<file path="config.mk">
export PLATFORM = sky130hd
export DESIGN_NAME = switch_debouncer
export DESIGN_NICKNAME = d
export VERILOG_FILES = /design/src/rtl/io_pkg.sv /design/src/rtl/switch_debouncer_debounce_bit.sv /design/src/rtl/switch_debouncer.sv
export SDC_FILE = /design/constraint.sdc
export NUM_CORES = 1
export LEC_CHECK = 0
export CAP_MARGIN = 40
export CORE_MARGIN = 1.5
export CORE_UTILIZATION = 34
export CTS_CLUSTER_SIZE = 14
export DETAILED_ROUTE_END_ITERATION = 6
export HOLD_SLACK_MARGIN = 0.03
export PLACE_DENSITY = 0.56
export SYNTH_ARGS = -nofsm -noshare
export SYNTH_HDL_FRONTEND = slang
export SYNTH_SLANG_ARGS = --single-unit
</file>
<file path="constraint.sdc">
create_clock -name clk -period 2.4 [get_ports clk]
set_input_delay 0.36 -clock clk [delete_from_list [all_inputs] [get_ports clk]]
set_output_delay 0.36 -clock clk [all_outputs]
set_load 0.05 [all_outputs]
</file>
<file path="src/rtl/io_pkg.sv">
// Shared constants for the memory-mapped switch inputs and their conditioning stage.
package io_pkg;

  localparam logic [15:0] SW_ADDR_LO     = 16'hfffe;
  localparam logic [15:0] SW_ADDR_HI     = 16'hffff;
  localparam int          SW_WIDTH       = 16;
  localparam int          DEF_TICK_DIV   = 50000;
  localparam int          DEF_STABLE_CNT = 4;

  // Debounce counter width: enough to hold STABLE_CNT-1, never less than one bit.
  function automatic int cnt_width(input int stable);
    if (stable > 1) begin
      return $clog2(stable);
    end else begin
      return 1;
    end
  endfunction

endpackage

</file>
<file path="src/rtl/switch_debouncer_debounce_bit.sv">
// One switch bit: two-flop synchroniser, tick-sampled stability counter,
// accepted level and registered rise/fall pulses.
module debounce_bit
  import io_pkg::*;
#(
  parameter int STABLE_CNT = DEF_STABLE_CNT
) (
  input  logic clk,
  input  logic reset,
  input  logic tick,
  input  logic sw_raw,
  output logic level,
  output logic rise,
  output logic fall,
  output logic accept
);

  localparam int             CW      = cnt_width(STABLE_CNT);
  localparam logic [CW-1:0]  CNT_MAX = CW'(STABLE_CNT - 1);

  logic          sync1_q, sync2_q;
  logic [CW-1:0] cnt_q, cnt_d;
  logic          level_q, level_d;
  logic          rise_q, rise_d;
  logic          fall_q, fall_d;

  // Any tick sample matching the current level restarts the count, so a
  // bounce can never leave a partially accepted transition behind.
  always_comb begin
    cnt_d   = cnt_q;
    level_d = level_q;
    rise_d  = 1'b0;
    fall_d  = 1'b0;
    if (tick) begin
      if (sync2_q == level_q) begin
        cnt_d = '0;
      end else if (cnt_q == CNT_MAX) begin
        cnt_d   = '0;
        level_d = sync2_q;
        rise_d  = sync2_q;
        fall_d  = ~sync2_q;
      end else begin
        cnt_d = cnt_q + CW'(1);
      end
    end else begin
      cnt_d = cnt_q;
    end
  end

  always_ff @(posedge clk or negedge reset) begin
    if (!reset) begin
      sync1_q <= 1'b0;
      sync2_q <= 1'b0;
      cnt_q   <= '0;
      level_q <= 1'b0;
      rise_q  <= 1'b0;
      fall_q  <= 1'b0;
    end else begin
      sync1_q <= sw_raw;
      sync2_q <= sync1_q;
      cnt_q   <= cnt_d;
      level_q <= level_d;
      rise_q  <= rise_d;
      fall_q  <= fall_d;
    end
  end

  assign level  = level_q;
  assign rise   = rise_q;
  assign fall   = fall_q;
  assign accept = rise_d | fall_d;

endmodule

</file>
<file path="src/rtl/switch_debouncer.sv">
// Board slide-switch conditioner: shared sample prescaler, per-bit debouncers
// and a software-cleared sticky change flag.
module switch_debouncer
  import io_pkg::*;
#(
  parameter int WIDTH      = SW_WIDTH,
  parameter int TICK_DIV   = DEF_TICK_DIV,
  parameter int STABLE_CNT = DEF_STABLE_CNT
) (
  input  logic             clk,
  input  logic             reset,
  input  logic [WIDTH-1:0] sw_raw,
  input  logic             clr_flag,
  output logic [WIDTH-1:0] switches,
  output logic [WIDTH-1:0] sw_rise,
  output logic [WIDTH-1:0] sw_fall,
  output logic             sw_changed
);

  localparam int            PW      = $clog2(TICK_DIV);
  localparam logic [PW-1:0] PRE_MAX = PW'(TICK_DIV - 1);

  logic [PW-1:0]    pre_q, pre_d;
  logic             tick;
  logic [WIDTH-1:0] accept_s;
  logic             changed_q, changed_d;

  assign tick = (pre_q == PRE_MAX);

  // Set has priority over clear so an event arriving with a clear is kept.
  always_comb begin
    pre_d     = pre_q + PW'(1);
    changed_d = changed_q;
    if (tick) begin
      pre_d = '0;
    end else begin
      pre_d = pre_q + PW'(1);
    end
    if (|accept_s) begin
      changed_d = 1'b1;
    end else if (clr_flag) begin
      changed_d = 1'b0;
    end else begin
      changed_d = changed_q;
    end
  end

  always_ff @(posedge clk or negedge reset) begin
    if (!reset) begin
      pre_q     <= '0;
      changed_q <= 1'b0;
    end else begin
      pre_q     <= pre_d;
      changed_q <= changed_d;
    end
  end

  assign sw_changed = changed_q;

  for (genvar i = 0; i < WIDTH; i++) begin : g_bit
    debounce_bit #(
      .STABLE_CNT(STABLE_CNT)
    ) u_bit (
      .clk   (clk),
      .reset (reset),
      .tick  (tick),
      .sw_raw(sw_raw[i]),
      .level (switches[i]),
      .rise  (sw_rise[i]),
      .fall  (sw_fall[i]),
      .accept(accept_s[i])
    );
  end

endmodule

</file>
==> flow_summary.yaml, run 1 <==
route:
  viasPerCell: 4.56
  via_count: 3281
  ant_nets: 0
  routed_wl_um: 9380
  wl_per_cell_um: 13.0
  first_iter_violations: 187
  drcViolationCount: 0
  dr.pass1.iters: 4
clock_tree:
  clk_latency_ps: 420
  htreeDepth: 4
  clk_pin_slew_ps: 50
  hold_buffers: 1
  numCtsBuffers: 17
  cts_buffer_depth: 2
  post_cts_resized: 0
  post_cts_buffers: 0
  clock-sinks: 129
  ctsRootBufferMaster: "clkbuf_16"
  cts_tree: "done"
critical_path:
  ff2ff_path_depth: 5
  critPathLaunch: "pre_q[7]$_DFF_PN0_"
  worstPathArrival_ps: 2560
  critPathKind: "reg -> reg"
  critPathRequiredTime_ps: 2700
  cp-endpoint: "g_bit[8].u_bit.level$_DFFE_PN0P_"
  r2r-end: "g_bit[8].u_bit.level$_DFFE_PN0P_"
  rrSetupSlack_ps: 140
  path_max_fanout: 33
  timing.rr.start: "pre_q[7]$_DFF_PN0_"
  crit_path_end_kind: "register"
  start_kind: "register"
run_status:
  status: "complete, no violations"
layout:
  syn2layout_area_growth_pct: 22.4
  layout.cells.non_filler: 720
  nFillCells: 1433
  layout-drive-gt1-share_pct: 10.4
  multi_input_area_um2: 1720
  final_common_cell: "dfrtp_1"
  final_cell_mix: "129 x dfrtp_1, 89 x nand2_1, 66 x clkdlybuf4s50_1"
  antenna_cells: 0
  layout.nets: 534
  seqCellArea_um2: 3230
power_and_ir_drop:
  clkPwrFrac_pct: 52.3
  p_sw_mw: 0.950
  power_density_nw_per_um2: 741
  p_leak_nw: 3.13
  p_sw_share_pct: 19.5
  pwr-share-comb_pct: 2.0
  intPower_mw: 3.92
  p_seq_share_pct: 45.7
  vdd_drop_max_uv: 511
global_route:
  grtUsageTotal_pct: 12.5
  grt_pass1_wl_um: 15700
  grt_overflow: 0
  antenna_found_initial: 0
  grt_pass1_vias: 3383
  grt_max_degree: 62
floorplan:
  die_w_um: 129
  rows: 45
  core_um2: 15300
  dieArea_um2: 16600
  start_util_pct: 35.1
  pin_count: 68
  die_h_um: 129
sta:
  fin_tns_setup_ps: 0
  worst_pin_slew_ps: 572
  fin_crit_sh_pct: 94.0
  finalSetupViolCount: 0
  finalCriticalPeriod_ps: 2260
  finalHoldViolCount: 0
  fmax_mhz: 443
  max_slew_margin_pct: 61.9
  rsz0062_at_grt: "false"
  drv_slew: 0
  fin_worst_skew_ps: 8.75
placed_design:
  port_buffers: 67
  place_inst: 689
  dp_hpwl_um: 6240
  place_congestion: 0.759
job:
  cap_viol_max_count: 0
yosys:
  synth-seq-cells: 129
  syn_area_per_cell_um2: 11.6
  netlist_instances: 462
  ys_types: 27
  synth_warnings: 0
  yosysSeqAreaShare_pct: 60.1
  syn-num-nets: 498
  synth_area_um2: 5370
worst_hold_path:
  hold_class: "reg -> reg"
state kept, by name, indices dropped and copies added, names as in the netlist:
name,flops
pre_q,16
g_bit.u_bit.fall,16
g_bit.u_bit.sync2_q,16
g_bit.u_bit.sync1_q,16
g_bit.u_bit.cnt_q,32
g_bit.u_bit.level,16
g_bit.u_bit.rise,16
sw_changed,1
layer usage:
layer	GRT usage [%]	part of all wire, %
met1	14.5	43
met3	4.53	4.8
met4	8.00	3.0
met5	0	0
met2	19.7	49
critical path: stages (launching register included):
cell,delay (ps)
dfrtp_1,410
or4b_1,610
nor4_4,440
buf_12,250
nand2_1,120
mux2_4,300
power groups by stage:
stage                     combinational (mW)  clock, mW  sequential (mW)
after floorplan                       0.0174          0             2.26
after global placement                0.0985          0             2.26
after detailed placement               0.101          0             2.26
after CTS                              0.102       2.63             2.22
after global routing                   0.112       2.73             2.23
final                                 0.0974       2.55             2.22
metrics by stage:
step | hold WS [ps] | instance area [µm²] | power, mW | setup WS [ps] | util (%)
final | 348 | 6580 | 4.87 | 144 | 42.9
after global routing | 351 | 6580 | 5.07 | 61.1 | 42.9
after CTS | 346 | 6580 | 4.95 | 146 | 42.9
after detailed placement | 336 | 5970 | 2.36 | 162 | 39.0
after global placement | 333 | 5970 | 2.36 | 197 | 39.0
after floorplan | 64.4 | 5370 | 2.27 | 412 | -
how the worst min path moves through the flow:
stage	startpoint	to	slack, ps	cells after the start
after floorplan	reset	g_bit[0].u_bit.cnt_q[0]$_DFFE_PN0P_	60	0
after global placement	g_bit[14].u_bit.sync1_q$_DFF_PN0_	g_bit[14].u_bit.sync2_q$_DFF_PN0_	330	0
after detailed placement	g_bit[9].u_bit.sync1_q$_DFF_PN0_	g_bit[9].u_bit.sync2_q$_DFF_PN0_	340	0
after CTS	g_bit[3].u_bit.sync1_q$_DFF_PN0_	g_bit[3].u_bit.sync2_q$_DFF_PN0_	350	0
after global routing	g_bit[2].u_bit.sync1_q$_DFF_PN0_	g_bit[2].u_bit.sync2_q$_DFF_PN0_	350	0
final	g_bit[3].u_bit.sync1_q$_DFF_PN0_	g_bit[3].u_bit.sync2_q$_DFF_PN0_	350	0
kinds of logic (layout without fill, tap and decap cells):
| kind of cell | Yosys count | count (layout) | share of synthesized area, % |
|---|---|---|---|
| simple gates | 200 | 200 | 18.2 |
| compound gates | 12 | 12 | 1.49 |
| flops | 129 | 129 | 60.1 |
| buf+inv | 59 | 106 | 7.85 |
| xor+xnor | 29 | 29 | 4.73 |
| mux | 16 | 16 | 3.63 |
| fa+ha+maj | 17 | 17 | 3.96 |
area by class of cell:
cell class | count | share of cell area, %
multi-input cells | 274 | 26.2
repair buffers | 74 | 11.6
flip-flops and latches | 129 | 49.1
clock inverters | 5 | 1.14
inverters | 2 | 0.114
well taps | 211 | 4.02
clock buffers | 25 | 7.84
synthesized netlist by cell type (all sizes together):
| library cell | instances | area (µm²) |
|---|---|---|
| dfrtp | 129 | 3230 |
| nand2 | 89 | 334 |
| buf | 54 | 403 |
| nand3 | 37 | 185 |
| nor3b | 32 | 240 |
| nor2 | 27 | 101 |
| xor2 | 25 | 219 |
| ha | 17 | 213 |
| mux2 | 16 | 195 |
| a22oi | 8 | 60.1 |
| nand4 | 4 | 25.0 |
| xnor2 | 4 | 35.0 |
| clkbuf | 3 | 11.3 |
| nor4 | 3 | 33.8 |
| o21ai | 3 | 15.0 |
| inv | 2 | 7.51 |
| or3 | 2 | 12.5 |
| or4b | 2 | 20.0 |
| a21oi | 1 | 5.00 |
| and2 | 1 | 6.26 |
| and3 | 1 | 6.26 |
| nor3 | 1 | 5.00 |
| or3b | 1 | 8.76 |
(Power assumes the default switching activity.)
==> inputs of run 2 (changes only) <==
GPL_ROUTABILITY_DRIVEN = 0   (was unset)
==> results of run 2 <==
The final DEF is identical to that of run 1; final timing and power are the same.
==> inputs of run 3 (changes only) <==
DONT_BUFFER_PORTS = 1   (was unset)
PLACE_DENSITY = 0.51   (was 0.56)
==> run 3 against run 2 <==
Net effect:
- the flow now finishes with violations (hold timing)
- global-route usage fell by 0.96 points
- critical path depth unchanged
- via count decreased by 6.6%
- fmax is 1.2% higher
- clock-buffer cell count down 4
- clock skew is essentially flat
- wire length shrank 7.0%
- die area is the same
- sequential power hardly changed
- non-clock buffer count is 45 lower
- critical path type unchanged
- critical endpoint is now g_bit[10].u_bit.level$_DFFE_PN0P_
- largest power group unchanged
==> flow_summary.yaml, run 3 (same netlist as run 1, synthesis figures left out) <==
run_status:
  status: "complete, but fails checks"
  violations: "hold timing"
power_and_ir_drop:
  p_sw_mw: 0.922
  p_leak_nw: 3.01
  p_seq_share_pct: 44.6
  intPower_mw: 4.07
  power_density_nw_per_um2: 813
  pwr-share-comb_pct: 0.9
  clkPwrFrac_pct: 54.6
  vdd_drop_max_uv: 538
  p_sw_share_pct: 18.5
global_route:
  grt_max_degree: 130
  grt_pass1_wl_um: 14500
  grt_pass1_vias: 3087
  antenna_found_initial: 0
  grt_overflow: 0
  grtUsageTotal_pct: 11.6
layout:
  syn2layout_area_growth_pct: 14.2
  final_common_cell: "dfrtp_1"
  antenna_cells: 0
  largest_reg_flops: 32
  final_cell_mix: "129 x dfrtp_1, 89 x nand2_1, 37 x nand3_1"
  layout-drive-gt1-share_pct: 13.5
  layout.nets: 489
  nFillCells: 1458
  top_register: "g_bit.u_bit.cnt_q"
  layout.cells.non_filler: 677
critical_path:
  critPathKind: "reg -> reg"
  rrSetupSlack_ps: 170
  crit_chain: "or4b_1, nor4_4, buf_6, nand2_1, mux2_4"
  worstPathArrival_ps: 2520
  cp_slowest_cell: "or4b_1"
  cp.buffers_inverters: 1
  ff2ff_path_depth: 5
  critPathRequiredTime_ps: 2690
  crit_path_end_kind: "register"
  cpPeakStageDelay_ps: 610
  path_max_fanout: 25
  start_kind: "register"
  path_depth: 5
  crit_family: "simple AND/OR/NAND/NOR gates"
sta:
  fin_worst_skew_ps: 8.40
  finalHoldViolCount: 129
  max_slew_margin_pct: 61.8
  worst_pin_slew_ps: 573
  worst_slack_ps: 170
  fmax_mhz: 448
  fin_tns_setup_ps: 0
  finalSetupViolCount: 0
  holdWs_ps: -357
  drv_slew: 0
  fin_crit_sh_pct: 92.9
  rsz0062_at_grt: "false"
  finalCriticalPeriod_ps: 2230
clock_tree:
  clk_pin_slew_ps: 60
  cts_buffer_depth: 2
  cts_tree: "done"
  post_cts_buffers: 0
  ctsRootBufferMaster: "clkbuf_16"
  htreeDepth: 4
  clk_latency_ps: 410
  numCtsBuffers: 17
  hold_buffers: 16
  clock-sinks: 129
floorplan:
  die_w_um: 129
  die_h_um: 129
  dieArea_um2: 16600
  start_util_pct: 35.1
  pin_count: 68
  core_um2: 15300
  rows: 45
job:
  cap_viol_max_count: 0
route:
  drcViolationCount: 0
  routed_wl_um: 8720
  first_iter_violations: 184
  wl_per_cell_um: 12.9
  viasPerCell: 4.53
  ant_nets: 0
  via_count: 3065
  dr.pass1.iters: 4
worst_hold_path:
  hold_class: "in -> async"
placed_design:
  port_buffers: 0
  place_inst: 629
  dp_hpwl_um: 5560
  pre_cts_slack_ps: 97.2
-- run 3: cell count changes in the layout (fill, tap and decap cells not counted) --
cell | previous run | this run
clkdlybuf4s50_1 | 66 | 0
dlygate4sd3_1 | 1 | 16
buf_4 | 3 | 11
clkinv_2 | 3 | 6
buf_12 | 3 | 1
bufinv_16 | 2 | 4
clkbuf_1 | 2 | 0
clkbuf_8 | 6 | 4
clkinvlp_4 | 0 | 1
-- run 3: power by group through the flow --
stage / combinational, mW / sequential, mW / clock [mW]
final: 0.0424 / 2.22 / 2.72
after global routing: 0.0459 / 2.23 / 2.91
after CTS: 0.0429 / 2.22 / 2.80
after detailed placement: 0.0218 / 2.26 / 0
after global placement: 0.0218 / 2.26 / 0
after floorplan: 0.0174 / 2.26 / 0
-- run 3: path summary, 6_finish.rpt --
path | startpoint | end
worst max-delay path | pre_q[7]$_DFF_PN0_ | g_bit[10].u_bit.level$_DFFE_PN0P_
worst min-delay path | reset | g_bit[10].u_bit.cnt_q[0]$_DFFE_PN0P_
worst max register to register | pre_q[7]$_DFF_PN0_ | g_bit[10].u_bit.level$_DFFE_PN0P_
worst min register to register | g_bit[6].u_bit.sync1_q$_DFF_PN0_ | g_bit[6].u_bit.sync2_q$_DFF_PN0_
max in group asynchronous | reset | g_bit[14].u_bit.cnt_q[1]$_DFFE_PN0P_
min in group clk | clr_flag | sw_changed$_DFFE_PN0P_
-- run 3: layout make-up --
| type | count | area [µm²] | area share (%) |
|---|---|---|---|
| Clock inverter | 11 | 158 | 2.57 |
| Sequential cell | 129 | 3230 | 52.6 |
| Tap cell | 211 | 264 | 4.31 |
| Clock buffer | 21 | 480 | 7.84 |
| Timing Repair Buffer | 29 | 274 | 4.47 |
| Inverter | 2 | 7.51 | 0.122 |
| Multi-Input combinational cell | 274 | 1720 | 28.1 |
-- run 3: per-layer routing --
layer  vias up  share of wire [%]  GRT usage (%)
met5         -                  0              0
met3        13                4.9           4.86
met2        68                 48           18.7
met1      1502                 45           12.9
li1       1482                  -              -
met4         0                2.0           6.54
-- run 3: repair_timing --
action / CTS / global route
endpoints found under the setup margin: 0 / 2
gates resized for setup: 0 / 1
hold endpoints to repair: 145 / 129
-- run 3: worst reg2reg max path: stages, from the launching register on --
cell	delay, ps
dfrtp_1	410
or4b_1	610
nor4_4	380
buf_6	260
nand2_1	140
mux2_4	310
-- run 3: metrics by stage --
step	cell area [µm²]	hold slack (ps)	util [%]	power, mW
final	6130	-357	40.0	4.99
after CTS	6130	-382	40.0	5.07
after global routing	6130	-390	40.0	5.18
after detailed placement	5330	67.7	34.8	2.28
after global placement	5330	67.5	34.8	2.28
after floorplan	5370	64.4	-	2.27
